--- config.mk ---
export PLATFORM = sky130hd
export DESIGN_NAME = clb_array_cfg
export DESIGN_NICKNAME = d
export VERILOG_FILES = /design/src/rtl/clb_cfg_pkg.sv /design/src/rtl/clb_cell.sv /design/src/rtl/clb_array_cfg.sv
export SDC_FILE = /design/constraint.sdc
export NUM_CORES = 1
export LEC_CHECK = 0
export ABC_AREA = 1
export BUFFER_PORTS_ARGS = -buffer_cell sky130_fd_sc_hd__clkbuf_2
export CAP_MARGIN = 20
export CORE_ASPECT_RATIO = 0.8
export CORE_UTILIZATION = 60
export DETAILED_ROUTE_END_ITERATION = 8
export GPL_TIMING_DRIVEN = 1
export PLACE_DENSITY = 0.91
export SYNTH_ARGS = -nofsm -noshare
export SYNTH_HDL_FRONTEND = slang
export SYNTH_SLANG_ARGS = --single-unit
--- constraint.sdc ---
create_clock -name clk -period 3.3 [get_ports clk]
set_input_delay 0.165 -clock clk [delete_from_list [all_inputs] [get_ports clk]]
set_output_delay 0.165 -clock clk [all_outputs]
set_load 0.01 [all_outputs]
--- src/rtl/clb_cfg_pkg.sv ---
// Shared types and frame-geometry helpers for the configurable CLB array.
package clb_cfg_pkg;

  typedef enum logic [1:0] {IDLE, LOAD, COMMIT, DONE} state_e;

  localparam int LUT_LSB = 0;

  function automatic int frame_w(input int k);
    return (1 << k) + 1;
  endfunction

  function automatic int cfg_w(input int n, input int k);
    return n * frame_w(k);
  endfunction

  function automatic int mode_bit(input int k);
    return 1 << k;
  endfunction

endpackage

--- src/rtl/clb_cell.sv ---
// One logic block: K-input LUT lookup plus an optional output flop.
module clb_cell #(
  parameter  int LUT_K = 2,
  localparam int LUT_N = 1 << LUT_K
) (
  input  logic             clk,
  input  logic             rst,
  input  logic [LUT_N-1:0] lut_tbl,
  input  logic             mode,
  input  logic [LUT_K-1:0] lut_in,
  input  logic             clear,
  output logic             cell_out
);

  logic lut_v;
  logic q_d, q_q;

  always_comb begin
    lut_v = lut_tbl[lut_in];
    q_d   = clear ? 1'b0 : lut_v;
  end

  always_ff @(posedge clk) begin
    if (rst) q_q <= 1'b0;
    else     q_q <= q_d;
  end

  assign cell_out = mode ? q_q : lut_v;

endmodule

--- src/rtl/clb_array_cfg.sv ---
// N_CLB-cell LUT fabric with a serially loaded, double-buffered configuration
// and an output switch selecting one cell.
module clb_array_cfg
  import clb_cfg_pkg::*;
#(
  parameter  int N_CLB   = 4,
  parameter  int LUT_K   = 2,
  localparam int SEL_W   = $clog2(N_CLB),
  localparam int FRAME_W = frame_w(LUT_K),
  localparam int CFG_W   = cfg_w(N_CLB, LUT_K)
) (
  input  logic                   clk,
  input  logic                   rst,
  input  logic                   cfg_start,
  input  logic                   cfg_valid,
  input  logic                   cfg_bit,
  output logic                   cfg_ready,
  output logic                   cfg_done,
  input  logic [N_CLB*LUT_K-1:0] clb_in,
  input  logic [SEL_W-1:0]       sel_clb,
  output logic [N_CLB-1:0]       clb_out,
  output logic                   out
);

  localparam int CNT_W = $clog2(CFG_W + 1);
  localparam int LUT_N = 1 << LUT_K;

  state_e             state_d, state_q;
  logic [CNT_W-1:0]   cnt_d, cnt_q;
  logic [CFG_W-1:0]   shadow_d, shadow_q;
  logic [CFG_W-1:0]   active_d, active_q;
  logic               cfg_ready_q, cfg_done_q;
  logic               clr_cells;

  always_comb begin
    state_d   = state_q;
    cnt_d     = cnt_q;
    shadow_d  = shadow_q;
    active_d  = active_q;
    clr_cells = 1'b0;
    if (cfg_start) begin
      // A restart always wins, even over a bit offered in the same cycle.
      state_d = LOAD;
      cnt_d   = '0;
    end else begin
      case (state_q)
        LOAD: if (cfg_valid) begin
          for (int i = 0; i < CFG_W; i++)
            if (cnt_q == CNT_W'(i)) shadow_d[i] = cfg_bit;
          cnt_d = cnt_q + CNT_W'(1);
          if (cnt_q == CNT_W'(CFG_W - 1)) state_d = COMMIT;
        end
        COMMIT: begin
          active_d  = shadow_q;
          cnt_d     = '0;
          clr_cells = 1'b1;
          state_d   = DONE;
        end
        default: ;
      endcase
    end
  end

  always_ff @(posedge clk) begin
    if (rst) begin
      state_q     <= IDLE;
      cnt_q       <= '0;
      shadow_q    <= '0;
      active_q    <= '0;
      cfg_ready_q <= 1'b0;
      cfg_done_q  <= 1'b0;
    end else begin
      state_q     <= state_d;
      cnt_q       <= cnt_d;
      shadow_q    <= shadow_d;
      active_q    <= active_d;
      cfg_ready_q <= (state_d == LOAD);
      cfg_done_q  <= (state_d == DONE);
    end
  end

  assign cfg_ready = cfg_ready_q;
  assign cfg_done  = cfg_done_q;

  for (genvar c = 0; c < N_CLB; c++) begin : g_clb
    clb_cell #(.LUT_K(LUT_K)) u_cell (
      .clk      (clk),
      .rst      (rst),
      .lut_tbl  (active_q[c*FRAME_W + LUT_LSB +: LUT_N]),
      .mode     (active_q[c*FRAME_W + mode_bit(LUT_K)]),
      .lut_in   (clb_in[c*LUT_K +: LUT_K]),
      .clear    (clr_cells),
      .cell_out (clb_out[c])
    );
  end

  // Select codes past the last cell read as 0.
  always_comb begin
    out = 1'b0;
    for (int c = 0; c < N_CLB; c++)
      if (sel_clb == SEL_W'(c)) out = clb_out[c];
  end

endmodule

Word-level counts from Yosys, hierarchy flattened

Cells that the tools add are included.

$add $sub $neg: 1
Multipliers: 0
Divide/modulo/power cells: 0
Bitwise logic cells: 1
Order comparisons: 4
Equal/unequal tests: 27
Shift operators: 0
Reduce and logical (&&, ||, !) cells: 27
Multiplexer cells: 24

Operator list:

| cell                  | count |
|---|---|
| $reduce_and A4 Y1     | 20 |
| $eq A5 B4 Y1 const B  | 8 |
| $eq A5 B3 Y1 const B  | 4 |
| $eq A5 B5 Y1 const B  | 4 |
| $mux W1               | 14 |
| $lt A2 B3 Y1 const B  | 4 |
| $eq A5 B2 Y1 const B  | 2 |
| $pmux W5 S2           | 1 |
| $bmux W1 S2           | 4 |
| $eq A2 B2 Y1 const B  | 4 |
| $eq A2 B1 Y1 const B  | 3 |
| $mux W2               | 3 |
| $add A5 B1 Y5 const B | 1 |
| $eq A5 B1 Y1 const B  | 1 |
| $logic_not A5 Y1      | 1 |
| $mux W5               | 1 |
| $pmux W2 S2           | 1 |
| $reduce_and A2 Y1     | 2 |
| $reduce_or A2 Y1      | 2 |
| $logic_not A2 Y1      | 1 |
| $ne A2 B2 Y1 const B  | 1 |
| $reduce_bool A2 Y1    | 1 |
| $not A1 Y1            | 1 |

Memory bits (read-only): 0
Logic and storage cells: 113
Memories kept: 0
Memory bits (writable): 0
Input port bits: 15
Output and inout port bits: 7
Latch bits: 0
Register bits: 53

Longest topological paths before layout

Gate-level depths: netlist of the first run.

Depth in word-level cells: 7
Depth in mapped cells: 9
Mapped depth without buffers: 8

Modules after synthesis

From an unflattened synthesis of the first run, not the netlist that was laid out.

Cell total of the unflattened synthesis: 358
Area total of the unflattened synthesis: 2516.2 sq um

Modules (own cells, without submodules):

| module        | area each (sq um) | sequential area each (sq um) | instances | cells an instance |
|---|---|---|---|---|
| clb_array_cfg | 2125.8            | 980.9                        | 1         | 294 |
| clb_cell      | 97.6              | 20.0                         | 4         | 16 |

Least setup slack after synthesis of the first run

No wires, ideal clock.

Path kind: register to register
Start point: register state_q[0]
End point: register cnt_q[3]
Setup slack: 2.007 ns
Stages on the path, launching flop included: 8
Clock period less this slack: 1.293 ns
Library setup time: 0.078 ns
Required time: 3.222 ns
Arrival time: 1.215 ns
Path buffers: 0
Cell sequence: dfxtp_1 > inv_1 > ha_1 > o21ai_2 > inv_1 > nand2_1 > nor2_1 > nor3_1

Cells in the longest elaborated chain, start to end: 3
Elaborated cells on any way between the ends: 6
Classes of those cells: eq/ne (3); mux (1); reduce/logical (2)

Ends and longest elaborated chain:

| item                                                         | RTL line            | RTL |
|---|---|---|
| from (decl)                                                  | clb_array_cfg.sv:28 | `state_e state_d, state_q;` |
| from (signal assigned)                                       | clb_array_cfg.sv:73 | `state_q <= state_d;` |
| $eq A2 B1 Y1 or $eq A2 B2 Y1 (tied branches)                 | clb_array_cfg.sv:46 | `case (state_q)` |
| $ne A2 B2 Y1 (no line) or $reduce_bool A2 Y1 (tied branches) | --                  |  |
| $reduce_and A2 Y1 (no line)                                  | --                  |  |
| to (signal assigned)                                         | clb_array_cfg.sv:74 | `cnt_q <= cnt_d;` |
| to (decl)                                                    | clb_array_cfg.sv:29 | `logic [CNT_W-1:0] cnt_d, cnt_q;` |

Several ways; a longest one is shown, not always the timed one.
A chain may end at the register's enable or synchronous reset.

Final worst setup path of the first run

Start point: register state_q[0]
End point: register active_q[19]

Cells in the longest elaborated chain, start to end: 2

Ends and longest elaborated chain:

| item                        | RTL line            | RTL |
|---|---|---|
| $eq A2 B2 Y1                | clb_array_cfg.sv:46 |  |
| $reduce_and A2 Y1 (no line) | --                  |  |
| to (signal assigned)        | clb_array_cfg.sv:76 | `active_q <= active_d;` |
| to (decl)                   | clb_array_cfg.sv:31 | `logic [CFG_W-1:0] active_d, active_q;` |

Every way passes these cells.

==> impl_metrics.csv, run 1 <==
group,metric,value,unit
setup_path,slowest_delay,0.52,ns
clock_network,post_cts_buffers,0,
die,row_count,20,
logic_synthesis,netlist_top_cells_area,"dfxtp_1, nand3_1, o21ai_0",
logic_synthesis,ys_seq_area_share,43.4,%
die,pin_count,22,
logic_synthesis,synth_most_common_cell,"dfxtp_1",
layout,drive_gt1_share,11.0,%
place,dp_hpwl,3.71,mm
sta,tns,0,ns
worst_hold_path,hold_depth,4,
detailed_routing,met1_length,2.42,mm
logic_synthesis,synth_commonest_cells,"dfxtp_1, nor2_1, nand2_1",
sta,rsz0062_at_grt,"false",
setup_path,crit_path_frequent_cell,"inv_1",
clock_network,path_clk_slew,0.09,ns
place,routabilityCongestion,0.970,
detailed_routing,dr_wl_met3,290,microns
detailed_routing,avgRoutedWirePerCell,12.0,microns
logic_synthesis,yosysWarningCount,0,
layout,layout.cells.non_filler,410,
setup_path,startpoint,"state_q[0]",
place,dp.cells,402,
global_routing,grt_max_degree,24,
setup_path,cp.arrival,2.44,ns
sta,max_freq,444,MHz
clock_network,cts_inserted_buffers,5,
setup_path,r2r-start,"state_q[0]",
logic_synthesis,netlist.area_leader.share,43.4,%
global_routing,grt_pass1_wl,8.39,mm
logic_synthesis,syn_nets,363,
place,portBuffers,21,
die,core_area,3850,sq um
global_routing,grt_use_total,25.5,%
sta,finalClockSkew,0.00695,ns
setup_path,crit_fanout,21,
clock_network,clkSinkCount,53,
setup_path,slowest_stage,"nor2_2",
logic_synthesis,ys_async_sr_fraction,0,%
detailed_routing,vias,2209,
global_routing,antenna_found_initial,0,
detailed_routing,drtIter0Drc,204,
detailed_routing,first_pass_iters,5,
layout,fillers,330,
setup_path,worstPathRequired,3.49,ns
worst_hold_path,min_from,"clb_in[7]",
layout,multi_input_area,1140,sq um
power,p_per_area,440,nW/um^2
clock_network,clk_latency,0.31,ns
logic_synthesis,syn_inst,341,
layout,syn_to_final_growth,8.19,%
setup_path,crit_buf_inv,3,
detailed_routing,antenna_left,0,
die,die-area,4330,sq um
worst_hold_path,min_to,"g_clb[3].u_cell.q_q",
logic_synthesis,synth_edf_count,0,
sta,slew_headroom,55.2,%
logic_synthesis,avgSynthCellArea,7.17,sq um
sta,layout_min_cycle_time,2.25,ns
logic_synthesis,yosysTopAreaCell,"dfxtp_1",
sta,tightestPinTransition,0.672,ns
detailed_routing,vias_per_cell,5.39,
power,vdd_drop_max,357,uV
setup_path,crit_path_start_kind,"flip-flop",
detailed_routing,met2WireLength,2.16,mm
clock_network,cts_htree_levels,2,
run_status,status,"completed",
logic_synthesis,synth-main-ff-cell,"dfxtp_1",
layout,ff_latch_area,1060,sq um
clock_network,cts_resized,0,
setup_path,ff2ff_path_depth,7,
clock_network,clk_path_buf_depth,2,
clock_network,cts-root-buf,"clkbuf_8",
power,leakage,1.19,nW
setup_path,crit_family,"buffers and inverters",
sta,finalCritPeriodShare,68.3,%
worst_hold_path,hold_path.class,"in -> reg",
job,timing.max_cap.violations,0,
clock_network,hold_buffers,0,
global_routing,grt_overflow,0,
setup_path,path_cells,"inv_1, ha_1, inv_2, nor2_2, inv_1, o21ai_0, a21oi_1",
logic_synthesis,netlist_area,2440,sq um
sta,drv_slew,0,
layout,antennaDiodeCount,0,
layout,nets,376,
setup_path,r2r_setup_slack,1.05,ns
logic_synthesis,ys_types,27,
sta,setup_viol,0,
detailed_routing,drt-total-wl,4.93,mm
sta,hold_viol,0,
setup_path,path_class,"reg -> reg",
detailed_routing,route.top_layer_used,"met4",
setup_path,r2r-end,"active_q[19]",
die,initial_core_util,63.4,%
global_routing,grt_pass1_vias,1935,
setup_path,end_kind,"flip-flop",
detailed_routing,drc,0,
logic_synthesis,ys_seq_elements,53,
die,die_w,73.4,microns
die,die_h,59.1,microns
clock_network,cts_tree,"yes",
## logic make-up after synthesis
kind of cell | count (synthesis) | share of synthesized area [%]
adders and majority gates | 7 | 3.58
and+or+nand+nor | 150 | 27.3
buffers and inverters | 57 | 9.93
AOI/OAI and AO/OA | 74 | 15.7
DFF | 53 | 43.4
## registers in the layout, indices dropped and copies added, names as in the netlist
register / flops
cfg_ready: 1
g_clb.u_cell.q_q: 4
shadow_q: 20
active_q: 20
cfg_done: 1
cnt_q: 5
state_q: 2
## tightest hold or removal path, stage by stage
cell and delay [ns]:
clkbuf_2 0.09, nand3_1 0.09, nand2_1 0.07, nor2_1 0.03
## cell type report
class	instances	share of cell area, %
Inverter	42	5.96
Tap cell	55	2.60
Clock inverter	2	1.47
Clock buffer	6	2.74
Timing Repair Buffer	21	3.98
Sequential cell	53	40.1
Multi-Input combinational cell	231	43.1
## metrics by stage
step | hold slack [ns] | setup slack, ns | total power, mW | util (%) | cell area, sq um
floorplan | 0.347 | 2.01 | 0.721 | - | 2440
global placement | 0.452 | 1.19 | 0.741 | 65.7 | 2530
detailed placement | 0.457 | 1.10 | 0.743 | 65.7 | 2530
CTS | 0.167 | 1.09 | 1.17 | 68.6 | 2640
global route | 0.205 | 0.811 | 1.21 | 68.6 | 2640
finish | 0.168 | 1.05 | 1.16 | 68.6 | 2640
## cell usage in the layout (no fill, tap or decap)
cell       Yosys  layout
dfxtp_1       53      53
nor2_1        47      47
nand2_1       46      46
inv_1         39      39
nand3_1       38      38
o21ai_0       37      37
a21oi_1       31      31
clkbuf_2       1      21
nor3_1         7       7
ha_1           7       7
clkbuf_8       0       5
nand3b_1       4       4
inv_2          3       3
nor2_2         3       3
a211oi_1       2       2
nor2_4         2       2
nand4_1        1       1
o21ai_2        1       1
o21ai_1        1       1
o31ai_1        1       1
a21o_1         1       1
nand2_2        1       1
nor3_2         1       1
clkinv_4       0       1
bufinv_16      0       1
clkbuf_1       4       1
## layer usage
| layer | up-vias | GRT usage (%) |
|---|---|---|
| met4 | 0 | 9.07 |
| met3 | 7 | 4.59 |
| met1 | 987 | 35.1 |
| met2 | 70 | 40.6 |
| li1 | 1145 | - |
| met5 | - | 0 |
## report_power, final
part | total (mW) | internal (mW) | switching (mW)
clock network | 0.434 | 0.228 | 0.206
logic | 0.0812 | 0.0262 | 0.0551
registers | 0.648 | 0.645 | 0.00340
total | 1.16 | 0.898 | 0.264
## worst max path at each step
stage | to | depth (start not counted)
4_1_cts | active_q[19] | 7
2_1_floorplan | cnt_q[3] | 7
6_report | active_q[19] | 7
3_3_place_gp | active_q[19] | 7
3_5_place_dp | active_q[19] | 7
5_1_grt | active_q[19] | 7
Note: power is estimated with default switching activity, not from simulation.
==> run 2, diff against run 1 <==
--- a/config.mk
+++ b/config.mk
@@ -9,10 +9,10 @@
 export BUFFER_PORTS_ARGS = -buffer_cell sky130_fd_sc_hd__clkbuf_2
 export CAP_MARGIN = 20
 export CORE_ASPECT_RATIO = 0.8
-export CORE_UTILIZATION = 60
+export CORE_UTILIZATION = 58
 export DETAILED_ROUTE_END_ITERATION = 8
 export GPL_TIMING_DRIVEN = 1
-export PLACE_DENSITY = 0.91
+export PLACE_DENSITY = 0.89
 export SYNTH_ARGS = -nofsm -noshare
 export SYNTH_HDL_FRONTEND = slang
 export SYNTH_SLANG_ARGS = --single-unit
==> constraint.sdc (replaced) <==
create_clock -name clk -period 2.1 [get_ports clk]
set_input_delay 0.105 -clock clk [delete_from_list [all_inputs] [get_ports clk]]
set_output_delay 0.105 -clock clk [all_outputs]
set_load 0.01 [all_outputs]
==> run 2 against run 1 <==
Effect of this change: sequential power is 57% higher; highest routed layer unchanged; sequential share of layout area decreased by 0.19 points; global-route usage fell by 0.76 points; non-clock buffer count rose by 1; register-to-register slack lost 0.64 ns; die area increased by 3.3%; critical path depth unchanged; clock skew is 0.0016 ns higher; hold slack worse by 0.059 ns; largest cell class unchanged; power is 60% higher; cell count is 0.24% higher; critical endpoint is now g_clb[1].u_cell.q_q; routed wire length rose by 0.41%.
==> impl_metrics.csv, run 2 (same netlist as run 1, synthesis figures left out) <==
group,metric,value,unit
run_status,status,"completed",
place,routabilityCongestion,0.927,
setup_path,startpoint,"state_q[0]",
sta,tns,0,ns
detailed_routing,drtIter0Drc,184,
setup_path,cp.depth,7,
job,timing.max_cap.violations,0,
power,p_per_area,699,nW/um^2
clock_network,cts_resized,0,
setup_path,path_cells,"inv_1, ha_1, inv_2, nor2_2, inv_1, nand2_1, nor2_1",
die,die_w,74.6,microns
global_routing,grt_overflow,0,
layout,reg_top3,"active_q: 20 flops, shadow_q: 20 flops, cnt_q: 5 flops",
setup_path,crit_path_frequent_cell,"inv_1",
setup_path,r2r-start,"state_q[0]",
clock_network,cts_inserted_buffers,5,
place,pre_cts_ws,0.417,ns
layout,nets,377,
die,initial_core_util,62.6,%
power,combPwrFrac,7.0,%
layout,syn_to_final_growth,8.70,%
clock_network,post_cts_buffers,0,
setup_path,cp.arrival,1.94,ns
power,internal_power,1.44,mW
place,portBuffers,21,
setup_path,end_kind,"flip-flop",
layout,layout.cells.non_filler,411,
power,p_sw,0.414,mW
setup_path,r2r_setup_slack,0.41,ns
power,netSwitchingFraction,22.3,%
layout,final_cell_mix,"dfxtp_1, nor2_1, nand2_1, inv_1, nand3_1",
clock_network,cts_tree,"yes",
worst_hold_path,hold_path.class,"in -> reg",
setup_path,ff2ff_path_depth,7,
global_routing,grt_pass1_vias,1968,
clock_network,clk_path_buf_depth,2,
sta,layout_min_cycle_time,1.69,ns
place,dpl_cell_area,2540,sq um
power,p_total,1.86,mW
sta,hold_viol,0,
global_routing,antenna_found_initial,0,
setup_path,worstPathRequired,2.35,ns
clock_network,cts_htree_levels,2,
layout,final_util,68.0,%
sta,finalClockSkew,0.00852,ns
global_routing,grt_max_degree,24,
power,vdd_drop_max,751,uV
sta,fin_ws,0.409,ns
global_routing,grt_pass1_wl,8.20,mm
layout,finish.instance_area,2660,sq um
setup_path,crit_family,"buffers and inverters",
detailed_routing,avgRoutedWirePerCell,12.0,microns
detailed_routing,drc,0,
setup_path,slowest_delay,0.43,ns
detailed_routing,vias_per_cell,5.31,
global_routing,grt_use_total,24.8,%
power,seqPwrFrac,54.8,%
sta,rsz0062_at_grt,"false",
die,die_h,60.1,microns
setup_path,crit_end,"g_clb[1].u_cell.q_q",
power,leakage,1.20,nW
sta,slew_headroom,61.2,%
setup_path,path_class,"reg -> reg",
clock_network,hold_buffers,0,
clock_network,clkSinkCount,53,
die,pin_count,22,
sta,hold_ws,0.109,ns
clock_network,clk_latency,0.32,ns
setup_path,crit_buf_inv,3,
worst_hold_path,min_from,"clb_in[3]",
die,row_count,20,
detailed_routing,vias,2181,
clock_network,path_clk_slew,0.09,ns
setup_path,r2r-end,"g_clb[1].u_cell.q_q",
layout,final_common_cell,"dfxtp_1",
sta,max_freq,591,MHz
detailed_routing,antenna_left,0,
die,die-area,4480,sq um
detailed_routing,drt-total-wl,4.95,mm
setup_path,crit_fanout,21,
die,core_area,3900,sq um
sta,setup_viol,0,
place,dp_hpwl,3.69,mm
sta,drv_slew,0,
layout,drive_gt1_share,11.2,%
sta,finalCritPeriodShare,80.5,%
sta,tightestPinTransition,0.582,ns
layout,antennaDiodeCount,0,
detailed_routing,first_pass_iters,5,
power,power_frac_clock,38.2,%
setup_path,crit_path_start_kind,"flip-flop",
clock_network,cts-root-buf,"clkbuf_8",
setup_path,slowest_stage,"inv_1",
place,dp.cells,403,
[run 2: worst min path at each step]
stage | depth (start not counted) | slack, ns | endpoint
2_1_floorplan | 3 | 0.29 | cnt_q[4]
3_3_place_gp | 4 | 0.43 | g_clb[1].u_cell.q_q
3_5_place_dp | 4 | 0.44 | g_clb[1].u_cell.q_q
4_1_cts | 4 | 0.10 | g_clb[1].u_cell.q_q
5_1_grt | 4 | 0.13 | g_clb[1].u_cell.q_q
6_report | 4 | 0.11 | g_clb[1].u_cell.q_q
[run 2: tightest hold or removal path, cell delays in order]
cell	delay, ns
clkbuf_2	0.09
nand3_1	0.09
nand2_1	0.07
nor2_1	0.04
[run 2: final cells by class]
cell class / count / area [sq um]
fill: 341 / 1250
multi-input combinational: 231 / 1140
sequential: 53 / 1060
inverter: 42 / 158
timing repair buffer: 22 / 113
clock buffer: 7 / 86.3
tap: 55 / 68.8
clock inverter: 1 / 30.0
[run 2: power by group through the flow]
stage               Sequential (mW)  Clock (mW)  Combinational [mW]
finish                         1.02       0.710               0.129
global route                   1.02       0.749               0.147
CTS                            1.02       0.718               0.128
detailed placement             1.04           0               0.128
global placement               1.04           0               0.124
floorplan                      1.04           0              0.0925
[run 2: layer usage]
| metal | share of wire (%) | wire length (microns) | global-route usage [%] |
|---|---|---|---|
| met4 | 1.5 | 76 | 10.5 |
| met1 | 49 | 2410 | 32.1 |
| met2 | 44 | 2170 | 39.9 |
| met5 | 0 | 0 | 0 |
| met3 | 5.8 | 287 | 5.56 |
==> run 3, diff against run 2 <==
--- a/config.mk
+++ b/config.mk
@@ -5,14 +5,14 @@
 export SDC_FILE = /design/constraint.sdc
 export NUM_CORES = 1
 export LEC_CHECK = 0
-export ABC_AREA = 1
+export ABC_AREA = 0
 export BUFFER_PORTS_ARGS = -buffer_cell sky130_fd_sc_hd__clkbuf_2
 export CAP_MARGIN = 20
 export CORE_ASPECT_RATIO = 0.8
-export CORE_UTILIZATION = 58
+export CORE_UTILIZATION = 53
 export DETAILED_ROUTE_END_ITERATION = 8
 export GPL_TIMING_DRIVEN = 1
-export PLACE_DENSITY = 0.89
+export PLACE_DENSITY = 0.86
 export SYNTH_ARGS = -nofsm -noshare
 export SYNTH_HDL_FRONTEND = slang
 export SYNTH_SLANG_ARGS = --single-unit
==> constraint.sdc (replaced) <==
create_clock -name clk -period 1.4 [get_ports clk]
set_input_delay 0.07 -clock clk [delete_from_list [all_inputs] [get_ports clk]]
set_output_delay 0.07 -clock clk [all_outputs]
set_load 0.01 [all_outputs]
==> run 3 against run 2 <==
Effect of this change: highest routed layer unchanged; the flow now finishes with violations (negative setup slack); critical endpoint is now out; count of clock-buffer cells in the layout down 2; synthesized area up 4.8%; synthesized cell count down 11%; combinational power up 83%; cell area up 26%; clock skew down 0.0010 ns; first-iteration DRC count up 43%; clock power up 26%.
==> impl_metrics.csv, run 3 <==
group,metric,value,unit
run_status,status,"complete, but fails checks",
run_status,violations,"negative setup slack",
setup_path,crit_family,"multiplexers",
setup_path,path_cells,"mux4_2, mux2i_4, mux2i_1, mux2_4, buf_6",
logic_synthesis,synth-main-ff-cell,"dfxtp_1",
layout,finish.instance_area,3360,sq um
sta,layout_min_cycle_time,1.95,ns
clock_network,cts_htree_levels,2,
layout,antennaDiodeCount,0,
setup_path,crit_path_start_kind,"flip-flop",
die,row_count,22,
place,dp.cells,396,
detailed_routing,antenna_left,0,
layout,multi_input_area,1510,sq um
global_routing,grt_pass1_wl,10.1,mm
sta,drv_slew,0,
setup_path,r2r-start,"state_q[0]",
logic_synthesis,ys_seq_area_share,41.4,%
layout,final_util,72.6,%
power,p_per_area,787,nW/um^2
layout,layout.cells.non_filler,416,
die,initial_core_util,55.4,%
place,dp_hpwl,3.97,mm
die,core_area,4620,sq um
layout,reg_top3,"active_q: 20 flops, shadow_q: 20 flops, cnt_q: 5 flops",
sta,rsz0062_at_grt,"true",
die,die_w,79.7,microns
global_routing,grt_use_total,25.6,%
logic_synthesis,ys_async_sr_fraction,0,%
detailed_routing,drt-total-wl,7.15,mm
sta,hold_viol,0,
clock_network,clkSinkCount,53,
global_routing,grt_max_degree,52,
detailed_routing,drc,0,
layout,final_common_cell,"nand2_1",
power,p_total,2.64,mW
setup_path,crit_buf_inv,1,
layout,drive_gt1_share,40.2,%
detailed_routing,drtIter0Drc,264,
setup_path,end_kind,"primary output",
logic_synthesis,yosysTopAreaCell,"dfxtp_1",
layout,fillers,292,
logic_synthesis,syn_inst,304,
detailed_routing,first_pass_iters,6,
clock_network,cts-root-buf,"clkbuf_8",
place,routabilityCongestion,0.818,
logic_synthesis,netlist_top_cells_area,"dfxtp_1, mux2i_1, a21oi_1",
global_routing,grt_overflow,0,
sta,fin_ws,-0.546,ns
clock_network,clk_latency,0.32,ns
setup_path,slowest_stage,"mux4_2",
setup_path,r2r-end,"cfg_done",
worst_hold_path,hold_path.class,"in -> reg",
layout,final_cell_mix,"nand2_1, dfxtp_1, buf_4, a21oi_1, nor2_1",
place,portBuffers,21,
power,leakage,1.28,nW
logic_synthesis,syn_nets,326,
clock_network,path_clk_slew,0.10,ns
setup_path,ff2ff_path_depth,7,
logic_synthesis,yosysWarningCount,0,
layout,nets,377,
logic_synthesis,synth_most_common_cell,"dfxtp_1",
logic_synthesis,ys_seq_elements,53,
layout,syn_to_final_growth,31.2,%
detailed_routing,avgRoutedWirePerCell,17.2,microns
setup_path,slowest_delay,0.49,ns
global_routing,grt_pass1_vias,2246,
logic_synthesis,synth_commonest_cells,"dfxtp_1, nand2_1, a21oi_1",
power,vdd_drop_max,678,uV
sta,max_freq,514,MHz
detailed_routing,vias_per_cell,5.96,
layout,ff_latch_area,1080,sq um
sta,tightestPinTransition,0.454,ns
worst_hold_path,min_from,"cfg_start",
die,die_h,64.2,microns
place,dpl_cell_area,2950,sq um
worst_hold_path,min_to,"cnt_q[3]",
setup_path,worstPathRequired,1.33,ns
detailed_routing,vias,2479,
worst_hold_path,hold_depth,2,
clock_network,clk_path_buf_depth,2,
setup_path,r2r_setup_slack,-0.28,ns
setup_path,crit_fanout,2,
logic_synthesis,ys_types,31,
logic_synthesis,avgSynthCellArea,8.43,sq um
setup_path,cp.arrival,1.88,ns
global_routing,antenna_found_initial,0,
logic_synthesis,synth_edf_count,0,
job,timing.max_cap.violations,0,
sta,setup_viol,28,
sta,finalCritPeriodShare,139,%
sta,finalClockSkew,0.00750,ns
sta,slew_headroom,69.8,%
die,die-area,5120,sq um
clock_network,cts_inserted_buffers,5,
setup_path,path_class,"reg -> out",
logic_synthesis,netlist_area,2560,sq um
sta,tns,-3.68,ns
clock_network,cts_tree,"yes",
die,pin_count,22,
logic_synthesis,netlist.area_leader.share,41.4,%
setup_path,cp.depth,5,
-- run 3: report_power, final --
part	internal (mW)	total [mW]	switching, mW
combinational	0.104	0.236	0.132
sequential	1.51	1.52	0.00502
clock	0.356	0.892	0.536
-- run 3: cell type report --
cell class | instances | share of cell area [%]
clock buffer | 5 | 2.05
tap | 60 | 2.23
inverter | 14 | 1.64
timing repair buffer | 68 | 16.3
sequential | 53 | 32.1
clock inverter | 3 | 0.633
multi-input combinational | 213 | 45.0
-- run 3: how the worst max path moves through the flow --
stage	from	end
after detailed placement	active_q[1]	out
final	active_q[3]	out
after floorplan	state_q[0]	cfg_ready
after global routing	active_q[8]	out
after global placement	active_q[1]	out
after CTS	active_q[18]	out
-- run 3: repair_timing --
action                     4_1_cts  5_1_grt
setup endpoints to repair       28       47
hold buffers                     0        0
buffers inserted                 8        4
resized for setup               28       55
cloned                           0        1
pin swaps                        8       28
-- run 3: kinds of logic after synthesis --
logic type / share of synthesized area, %
compound gates: 12.3
buf+inv: 6.40
simple gates: 22.0
flops: 41.4
mux: 14.5
fa+ha+maj: 3.42
-- run 3: worst reg2reg max path: cells and delay by family, from the launching register on --
| family | cells | cell delay, ns |
|---|---|---|
| compound gates | 2 | 0.40 |
| fa+ha+maj | 1 | 0.22 |
| buf+inv | 2 | 0.22 |
| flops | 1 | 0.38 |
| simple gates | 2 | 0.37 |
-- run 3: stage by stage --
| step | hold slack (ns) | setup WS [ns] |
|---|---|---|
| after CTS | 0.00391 | -0.525 |
| final | 0.0315 | -0.546 |
| after floorplan | 0.274 | -0.0414 |
| after detailed placement | 0.346 | -0.250 |
| after global routing | 0.0277 | -0.601 |
| after global placement | 0.336 | -0.200 |
-- run 3: metal layers --
layer	share of wire (%)	global-route usage, %	vias up	routed length (microns)
met5	0	0	-	0
met4	4.0	13.2	0	284
met3	7.1	4.29	34	504
met2	50	41.2	138	3610
met1	38	32.6	1163	2750
li1	-	-	1144	-
